--- config.mk ---
export PLATFORM = sky130hd
export DESIGN_NAME = fsm_4_operand_sequencer
export DESIGN_NICKNAME = d
export VERILOG_FILES = /design/src/rtl/fsm_4_seq_pkg.sv /design/src/rtl/fsm_4_operand_fifo.sv /design/src/rtl/fsm_4_operand_sequencer.sv
export SDC_FILE = /design/constraint.sdc
export NUM_CORES = 1
export LEC_CHECK = 0
export ABC_AREA = 1
export BUFFER_PORTS_ARGS = -buffer_cell sky130_fd_sc_hd__buf_4
export CAP_MARGIN = 20
export CORE_AREA = 4 4 221 223
export DETAILED_ROUTE_END_ITERATION = 8
export DIE_AREA = 0 0 225 227
export SKIP_CTS_REPAIR_TIMING = 1
export SLEW_MARGIN = 20
export SYNTH_ARGS = -nofsm -noshare
export SYNTH_HDL_FRONTEND = slang
export SYNTH_SLANG_ARGS = --single-unit
--- constraint.sdc ---
create_clock -name clk -period 6.75 [get_ports clk]
set_clock_uncertainty 0.1 [all_clocks]
set_input_delay 1.35 -clock clk [delete_from_list [all_inputs] [get_ports clk]]
set_output_delay 1.35 -clock clk [all_outputs]
set_load 0.05 [all_outputs]
--- src/rtl/fsm_4_seq_pkg.sv ---
// Shared types and constants for the fsm_4 operand sequencer: state encoding,
// default widths, finish/timeout constants and the expected-result function.
package fsm_4_seq_pkg;

    localparam int SEQ_DATA_W     = 32;
    localparam int SEQ_RES_W      = 36;
    localparam int SEQ_LAST_STATE = 9;
    localparam int SEQ_TIMEOUT    = 15;

    typedef enum logic [1:0] {
        ST_IDLE,
        ST_LOAD,
        ST_RUN,
        ST_OUT
    } seq_state_e;

    // Value fsm_4 reports on its result port once it reaches the finish state.
    function automatic logic [SEQ_RES_W-1:0] fsm_4_expected(
        input logic [SEQ_DATA_W-1:0] a,
        input logic [SEQ_DATA_W-1:0] b
    );
        logic [SEQ_RES_W-1:0] ax;
        logic [SEQ_RES_W-1:0] bx;
        ax = SEQ_RES_W'(a);
        bx = SEQ_RES_W'(b);
        return ((((ax + bx) << 2) + bx) >> 1) + ((bx >> 1) + (ax << 2));
    endfunction

endpackage

--- src/rtl/fsm_4_operand_fifo.sv ---
// Synchronous FIFO holding {A,B} operand pairs; pointers carry one extra wrap
// bit so full and empty are told apart without a separate count.
module fsm_4_operand_fifo #(
    parameter int WIDTH = 64,
    parameter int DEPTH = 4
) (
    input  logic             clk,
    input  logic             reset,
    input  logic             push,
    input  logic [WIDTH-1:0] wdata,
    input  logic             pop,
    output logic [WIDTH-1:0] rdata,
    output logic             full,
    output logic             empty
);

    localparam int AW = $clog2(DEPTH);

    logic [AW:0]      wr_ptr_q, wr_ptr_d;
    logic [AW:0]      rd_ptr_q, rd_ptr_d;
    logic [WIDTH-1:0] mem_q [DEPTH];
    logic             do_push;
    logic             do_pop;

    assign full    = (wr_ptr_q[AW] != rd_ptr_q[AW]) && (wr_ptr_q[AW-1:0] == rd_ptr_q[AW-1:0]);
    assign empty   = (wr_ptr_q == rd_ptr_q);
    assign do_push = push && !full;
    assign do_pop  = pop && !empty;
    assign rdata   = mem_q[rd_ptr_q[AW-1:0]];

    always_comb begin
        wr_ptr_d = wr_ptr_q + (AW+1)'(do_push);
        rd_ptr_d = rd_ptr_q + (AW+1)'(do_pop);
    end

    // NOTE: sequential state is updated with non-blocking assignments so every
    // flop samples the pre-edge values of the others.
    always_ff @(posedge clk or negedge reset) begin
        if (!reset) begin
            wr_ptr_q <= '0;
            rd_ptr_q <= '0;
        end else begin
            wr_ptr_q <= wr_ptr_d;
            rd_ptr_q <= rd_ptr_d;
        end
    end

    // NOTE: storage is deliberately left out of reset; empty pointers already
    // guarantee nothing stale is ever read, and it keeps the array a plain RAM.
    always_ff @(posedge clk) begin
        if (do_push) begin
            mem_q[wr_ptr_q[AW-1:0]] <= wdata;
        end
    end

endmodule

--- src/rtl/fsm_4_operand_sequencer.sv ---
// Feeds queued operand pairs to fsm_4 one at a time, restarting it through its
// active-low reset, and returns each result (or a timeout) on a valid/ready port.
module fsm_4_operand_sequencer
    import fsm_4_seq_pkg::*;
#(
    parameter int DATA_W     = SEQ_DATA_W,
    parameter int RES_W      = SEQ_RES_W,
    parameter int DEPTH      = 4,
    parameter int LAST_STATE = SEQ_LAST_STATE,
    parameter int TIMEOUT    = SEQ_TIMEOUT
) (
    input  logic              clk,
    input  logic              reset,
    input  logic              in_valid,
    output logic              in_ready,
    input  logic [DATA_W-1:0] in_a,
    input  logic [DATA_W-1:0] in_b,
    output logic              fsm_reset,
    output logic [DATA_W-1:0] fsm_a,
    output logic [DATA_W-1:0] fsm_b,
    input  logic [3:0]        fsm_state,
    input  logic [RES_W-1:0]  fsm_result,
    output logic              out_valid,
    input  logic              out_ready,
    output logic [RES_W-1:0]  out_result,
    output logic              out_timeout,
    output logic              busy
);

    localparam int CNT_W = $clog2(TIMEOUT + 1);

    logic                  fifo_pop;
    logic                  fifo_full;
    logic                  fifo_empty;
    logic [2*DATA_W-1:0]   fifo_rdata;

    seq_state_e            state_q, state_d;
    logic [CNT_W-1:0]      cnt_q, cnt_d;
    logic [DATA_W-1:0]     a_q, a_d;
    logic [DATA_W-1:0]     b_q, b_d;
    logic                  valid_q, valid_d;
    logic [RES_W-1:0]      res_q, res_d;
    logic                  to_q, to_d;

    fsm_4_operand_fifo #(
        .WIDTH (2*DATA_W),
        .DEPTH (DEPTH)
    ) u_fifo (
        .clk   (clk),
        .reset (reset),
        .push  (in_valid && !fifo_full),
        .wdata ({in_a, in_b}),
        .pop   (fifo_pop),
        .rdata (fifo_rdata),
        .full  (fifo_full),
        .empty (fifo_empty)
    );

    // NOTE: every always_comb output gets a default first, so no path can
    // leave one unassigned and infer a latch.
    always_comb begin
        state_d  = state_q;
        cnt_d    = cnt_q;
        a_d      = a_q;
        b_d      = b_q;
        valid_d  = valid_q;
        res_d    = res_q;
        to_d     = to_q;
        fifo_pop = 1'b0;

        case (state_q)
            ST_IDLE: begin
                if (!fifo_empty) begin
                    fifo_pop   = 1'b1;
                    {a_d, b_d} = fifo_rdata;
                    state_d    = ST_LOAD;
                end
            end
            ST_LOAD: begin
                cnt_d   = '0;
                state_d = ST_RUN;
            end
            ST_RUN: begin
                cnt_d = cnt_q + CNT_W'(1);
                // Finish wins over timeout when both land in the same cycle.
                if (fsm_state == 4'(LAST_STATE)) begin
                    res_d   = fsm_result;
                    to_d    = 1'b0;
                    valid_d = 1'b1;
                    state_d = ST_OUT;
                end else if (cnt_q == CNT_W'(TIMEOUT - 1)) begin
                    res_d   = '0;
                    to_d    = 1'b1;
                    valid_d = 1'b1;
                    state_d = ST_OUT;
                end
            end
            ST_OUT: begin
                if (out_ready) begin
                    valid_d = 1'b0;
                    if (!fifo_empty) begin
                        fifo_pop   = 1'b1;
                        {a_d, b_d} = fifo_rdata;
                        state_d    = ST_LOAD;
                    end else begin
                        state_d = ST_IDLE;
                    end
                end
            end
            default: state_d = ST_IDLE;
        endcase
    end

    always_ff @(posedge clk or negedge reset) begin
        if (!reset) begin
            state_q <= ST_IDLE;
            cnt_q   <= '0;
            a_q     <= '0;
            b_q     <= '0;
            valid_q <= 1'b0;
            res_q   <= '0;
            to_q    <= 1'b0;
        end else begin
            state_q <= state_d;
            cnt_q   <= cnt_d;
            a_q     <= a_d;
            b_q     <= b_d;
            valid_q <= valid_d;
            res_q   <= res_d;
            to_q    <= to_d;
        end
    end

    // fsm_4 is released only while RUN, so an async reset parks it at once.
    assign fsm_reset   = (state_q == ST_RUN);
    assign fsm_a       = a_q;
    assign fsm_b       = b_q;
    assign in_ready    = !fifo_full;
    assign out_valid   = valid_q;
    assign out_result  = res_q;
    assign out_timeout = to_q;
    assign busy        = (state_q != ST_IDLE) || !fifo_empty;

endmodule
==> summary.md, run 1 <==
| Metric | Value |
|---|---|
| Status | `completed` |
| WP data arrival | `2.47 ns` |
| Post-Syn Area per Cell | `13.04 sq um` |
| FF+latch count, synth | `370` |
| Initial Util | `between 30% and 40%` |
| Sequential cell area fraction in the yosys report | `between 70% and 80%` |
| Worst min path class | `reg -> reg` |
| TritonCTS Buffers | `40` |
| Synth cell types | `26` |
| Worst Path Max Fanout | `66` |
| Maximum clock path buffer count | `3` |
| Number of synthesized flops with an enable pin | `between 200 and 300` |
| ANT cells | `0` |
| Sw Ratio | `41.47%` |
| Number of global-route vias before repair | `around 9000` |
| Setup_tns | `0 ns` |
| Async set-reset flop share out of synthesis | `a little under a third` |
| Sequential Area | `roughly 0.011 sq mm` |
| Setup violations, final | `0` |
| VDD IR max | `0.3184 mV` |
| Reg power frac | `around 37%` |
| Cell Pwr Density | `540.9 mW/mm^2` |
| Clock-pin slew on the worst setup and hold paths | `around 0.06 ns` |
| DRC violations left | `0` |
| First-pass GRT wire length | `between 50000 and 60000 microns` |
| Hpwl dp | `approximately 20000 microns` |
| Slew HR | `a little under a third` |
| Boundary Pins | `about 210` |
| WS Path Type | `reg -> out` |
| Layout cells sized above 1 | `22.84%` |
| Ys Warns | `0` |
| # clock sinks | `370` |
| Routability cong. | `roughly 0.72` |
| CP required | `5.30 ns` |
| Final min period | `3.920 ns` |
| Unrepaired setup endpoints after global routing | `no` |
| Final Hold Fails | `0` |
| Critical Path Source Type | `flop` |
| Initial antenna violation count | `5` |
| Height of the die | `227 microns` |
| Layout area overhead | `24.92%` |
| Fmax | `255.1 MHz` |
| Critical path capture point type | `output pin` |
| Power share of the combinational group | `40.4%` |
| DRT Pass-1 Iters | `4` |
| Internal power | `approximately 5500 uW` |
| Routed WL | `between 30000 and 40000 microns` |
| Nets | `around 1400` |
| # Max-Cap Violations | `0` |
| Top FF cell, synth | `edfxtp_1` |
| GRT Util Overall | `about 13%` |
| Synthesized area | `roughly 0.014 sq mm` |
| Fillers | `between 4000 and 5000` |
| Slew @ Worst Pin | `roughly 1.0 ns` |
| Tcrit/Tclk final | `between 50% and 60%` |
| Clk network pwr share | `between 20% and 30%` |
| Die width | `225 microns` |
| Core area | `~0.047 sq mm` |
| P_sw | `3915 uW` |
| Clock Latency Late Sink | `between 0.5 and 0.6 ns` |
| FP Rows | `between 70 and 80` |
| Commonest cells after routing, fill and taps aside | `256 x edfxtp_1, 222 x buf_4, 148 x o21ai_0, 137 x nor2_1, 112 x dfrtp_1` |
| Leakage | `0.007004 uW` |
| Largest net degree at the start of global routing | `between 80 and 90` |
| Clock Tree Root | `clkbuf_16` |
| Final core utilization | `a little under two fifths` |
| CTS HTree Levels | `2` |
| Area of the multi-input gates | `0.002845 sq mm` |
| Synth Instances | `1072` |
| Port Buffer Count | `~210` |
| CTS tree | `done` |
| Drt wl/cell | `between 15 and 20 microns` |
| Die area | `between 0.05 and 0.06 sq mm` |
| Detail Route Antenna Nets | `0` |
| Total number of vias | `8764` |
| Syn_nets | `around 1200` |
| Initial DRC Count | `approximately 590` |
| Avg Vias per Cell | `about 4.6` |
| Slew Viols, Final | `0` |
| Most common cell after layout, fill and taps aside | `edfxtp_1` |
| Grt total ovfl | `0` |
==> registers in the layout, indices dropped and copies added (netlist names) <==
register / flops
u_fifo.mem_q: 256
out_result: 36
fsm_a: 32
fsm_b: 32
cnt_q: 4
u_fifo.rd_ptr_q: 3
u_fifo.wr_ptr_q: 3
state_q: 2
out_timeout: 1
out_valid: 1
==> metal layers <==
layer	global-route usage, %	routed length (microns)	up-vias
met2	20.74	15770	198
met3	3.972	2359	63
met1	16.17	14180	4271
li1	-	-	4222
met5	0	68	-
met4	4.348	911	10
==> power groups by stage <==
stage,Clock [uW],Combinational [uW],Sequential (uW)
2_1_floorplan,0,1790,4490
3_3_place_gp,0,3840,3490
3_5_place_dp,0,3900,3510
4_1_cts,2230,3910,3470
5_1_grt,2330,4210,3540
6_report,2160,3820,3460
==> stage by stage <==
step                      hold WS, ns  setup slack [ns]  cell area [sq um]  instances  total power [uW]
after floorplan                0.3627            0.2443              13970       1072              6271
after global placement         0.3715             3.384              16140       1839              7331
after detailed placement       0.3790             3.352              16140       1839              7404
after CTS                      0.3936             2.759              17460       1912              9609
after global routing           0.4078             2.667              17460       1912             10080
final                          0.3861             2.830              17460       1912              9442
==> cell usage after synthesis, types with 3 or more instances <==
master,n,area [sq um]
nor3_1,4,20.02
buf_2,16,80.08
nand3_1,5,25.02
dfrtp_1,114,2853
inv_1,80,300.3
clkbuf_1,31,116.4
ha_1,10,125.1
a21oi_1,3,15.01
buf_4,4,30.03
buf_6,4,45.04
inv_2,3,11.26
nand2_1,90,337.8
o21ai_0,148,740.7
clkbuf_2,5,25.02
o21ai_1,49,245.2
a22o_1,36,315.3
nor2_1,137,514.2
o22ai_1,65,406.6
edfxtp_1,256,7687
buf_1,3,11.26
==> path summary, 6_finish.rpt <==
path	start	slack (ns)	to	depth (start not counted)
setup / recovery	u_fifo.rd_ptr_q[0]	2.83	busy	5
max in group asynchronous	reset	4.56	u_fifo.rd_ptr_q[0]	2
hold reg to reg	fsm_a[13]	0.39	fsm_a[13]	2
setup reg to reg	u_fifo.rd_ptr_q[0]	3.50	fsm_a[19]	7
min in group asynchronous	reset	0.66	out_result[17]	1
hold / removal	fsm_a[13]	0.39	fsm_a[13]	2
==> cell type report <==
class | instances | area share, %
clock buffer | 57 | 6.673
clock inverter | 16 | 0.8601
tap | 607 | 4.351
sequential | 370 | 60.41
inverter | 83 | 1.799
timing repair buffer | 223 | 9.612
multi-input combinational | 556 | 16.30
==> cell families after synthesis <==
family | count (synthesis) | synth area share (%)
simple gates | 242 | 6.742
fa+ha+maj | 10 | 0.8953
buf+inv | 146 | 4.432
compound gates | 302 | 12.38
flops | 370 | 75.42
xor+xnor | 2 | 0.1254
==> critical path, cell delays in order (launching register included) <==
cell and delay (ns):
dfrtp_4 0.70, inv_4 0.57, nand2_1 0.13, nand2_2 0.12, nand4_1 0.15, buf_4 0.24
Power figures use the tool's default switching activity.
==> run 2: changes to the inputs <==
- clock period: 6.75 -> 3.8 ns (I/O delays scaled with it)
==> run 2 against run 1 <==
Net effect: final cell count up 0.16%; clock power up 79%; setup slack worse by 1.7 ns; cell area up 0.62%; wire length up 0.31%; hold slack worse by 0.18 ns; critical endpoint unchanged; highest routed layer unchanged.
==> summary.md, run 2 (synthesized netlist as in run 1, its figures left out) <==
| Metric | Value |
|---|---|
| Clock Latency Late Sink | `between 0.5 and 0.6 ns` |
| Port Buffer Count | `around 210` |
| Commonest cells after routing, fill and taps aside | `256 x edfxtp_1, 216 x buf_4, 148 x o21ai_0, 137 x nor2_1, 112 x dfrtp_1` |
| Nets | `approximately 1400` |
| Detail Route Antenna Nets | `0` |
| FP Rows | `79` |
| CTS tree | `done` |
| Drt wl/cell | `about 17 microns` |
| Internal power | `around 10000 uW` |
| Core area | `0.04656 sq mm` |
| Worst min path class | `in -> async` |
| Setup_tns | `0 ns` |
| Number of global-route vias before repair | `about 9000` |
| Critical path capture point type | `output pin` |
| Slew Viols, Final | `0` |
| Leakage | `between 0.007 and 0.008 uW` |
| Crit Reg-Reg Startpoint | `u_fifo.rd_ptr_q[0]` |
| Final min period | `2.683 ns` |
| Largest net degree at the start of global routing | `~110` |
| Initial DRC Count | `about 480` |
| Boundary Pins | `~210` |
| Fmax | `between 300 and 400 MHz` |
| Routability cong. | `~0.7` |
| Tcrit/Tclk final | `a little over two thirds` |
| Unrepaired setup endpoints after global routing | `no` |
| Die area | `roughly 0.051 sq mm` |
| WP data arrival | `~1.8 ns` |
| Reg2Reg Depth | `5` |
| GRT Util Overall | `12.75%` |
| VDD IR max | `approximately 0.66 mV` |
| Height of the die | `approximately 230 microns` |
| Clock Tree Root | `clkbuf_16` |
| Cell Pwr Density | `slightly below 1000 mW/mm^2` |
| Die width | `~230 microns` |
| TritonCTS Buffers | `40` |
| Routed WL | `between 30000 and 40000 microns` |
| Power share of the combinational group | `40.8%` |
| Critical Path Source Type | `flop` |
| Maximum clock path buffer count | `3` |
| WS Path Type | `reg -> out` |
| # clock sinks | `370` |
| Most common cell after layout, fill and taps aside | `edfxtp_1` |
| R2r endpoint | `fsm_b[2]` |
| Slew @ Worst Pin | `around 1.1 ns` |
| Initial Util | `between 30% and 40%` |
| Initial antenna violation count | `7` |
| CTS HTree Levels | `2` |
| Setup violations, final | `0` |
| Final Hold Fails | `0` |
| Area of placed instances | `~0.016 sq mm` |
| Total number of vias | `8745` |
| Grt total ovfl | `0` |
| DRT Pass-1 Iters | `5` |
| Status | `completed` |
| First-pass GRT wire length | `just over 50000 microns` |
| Post-Layout Inst Area | `roughly 0.018 sq mm` |
| Worst Path Max Fanout | `5` |
| Slew HR | `28.99%` |
| Hpwl dp | `around 20000 microns` |
| CP required | `between 2 and 3 ns` |
| P_sw | `~7000 uW` |
| Fillers | `4433` |
| Worst setup path startpoint | `u_fifo.wr_ptr_q[0]` |
| Layout area overhead | `25.70%` |
| R2r setup slk | `about 1.4 ns` |
| Reg power frac | `a little over a third` |
| Sw Ratio | `around 41%` |
| Avg Vias per Cell | `4.567` |
| # Max-Cap Violations | `0` |
| Max FFs per register | `256` |
| Clock-pin slew on the worst setup and hold paths | `around 0.06 ns` |
| Clk network pwr share | `a little under a quarter` |
| Layout cells sized above 1 | `22.62%` |
| DRC violations left | `0` |
==> run 2: power groups by stage <==
stage          logic [uW]  clock network [uW]  registers (uW)
4_1_cts              7070                3990            6140
5_1_grt              7600                4160            6260
2_1_floorplan        3180                   0            7920
3_3_place_gp         6950                   0            6180
6_report             6880                3860            6130
3_5_place_dp         7050                   0            6210
==> run 2: critical path, stage by stage, from the launching register on <==
cell and delay [ns]:
dfrtp_1 0.46, inv_1 0.20, nand2_1 0.09, nand2_2 0.09, nand4_1 0.19, buf_4 0.26
==> run 2: per-stage QoR <==
step / total power [uW] / utilization, % / worst slack [ns] / instances / hold slack (ns)
after CTS: 17200 / 37.71 / 1.076 / 1911 / 0.2388
after global placement: 13130 / 34.88 / 1.203 / 1839 / 0.3717
after global routing: 18020 / 37.71 / 1.010 / 1912 / 0.2764
after floorplan: 11100 / - / -0.6440 / 1072 / 0.3627
after detailed placement: 13260 / 34.89 / 1.371 / 1839 / 0.3765
final: 16870 / 37.73 / 1.117 / 1915 / 0.2057
==> run 2: cell type report <==
type                       instances  area, sq um  area share [%]
sequential                       370        10550           60.03
multi-input combinational        556         2870           16.34
timing repair buffer             223         1753           9.979
clock buffer                      53         1101           6.268
tap                              607        759.5           4.324
inverter                          83        314.1           1.788
clock inverter                    19        212.7           1.211
antenna                            4        10.01         0.05698
==> run 2: worst max-delay path by stage <==
stage | end | slack [ns] | cells past startpoint
2_1_floorplan | u_fifo.mem_q[1][0] | -0.64 | 6
3_3_place_gp | out_result[31] | 1.20 | 6
3_5_place_dp | fsm_b[2] | 1.37 | 5
5_1_grt | busy | 1.01 | 4
4_1_cts | busy | 1.08 | 5
6_report | busy | 1.12 | 5
==> run 2: layer usage <==
metal	up-vias	track usage, %	wire (microns)
met5	-	0	62
met1	4234	16.30	14260
met4	8	4.447	901
li1	4230	-	-
met2	211	20.34	15450
met3	62	4.449	2708
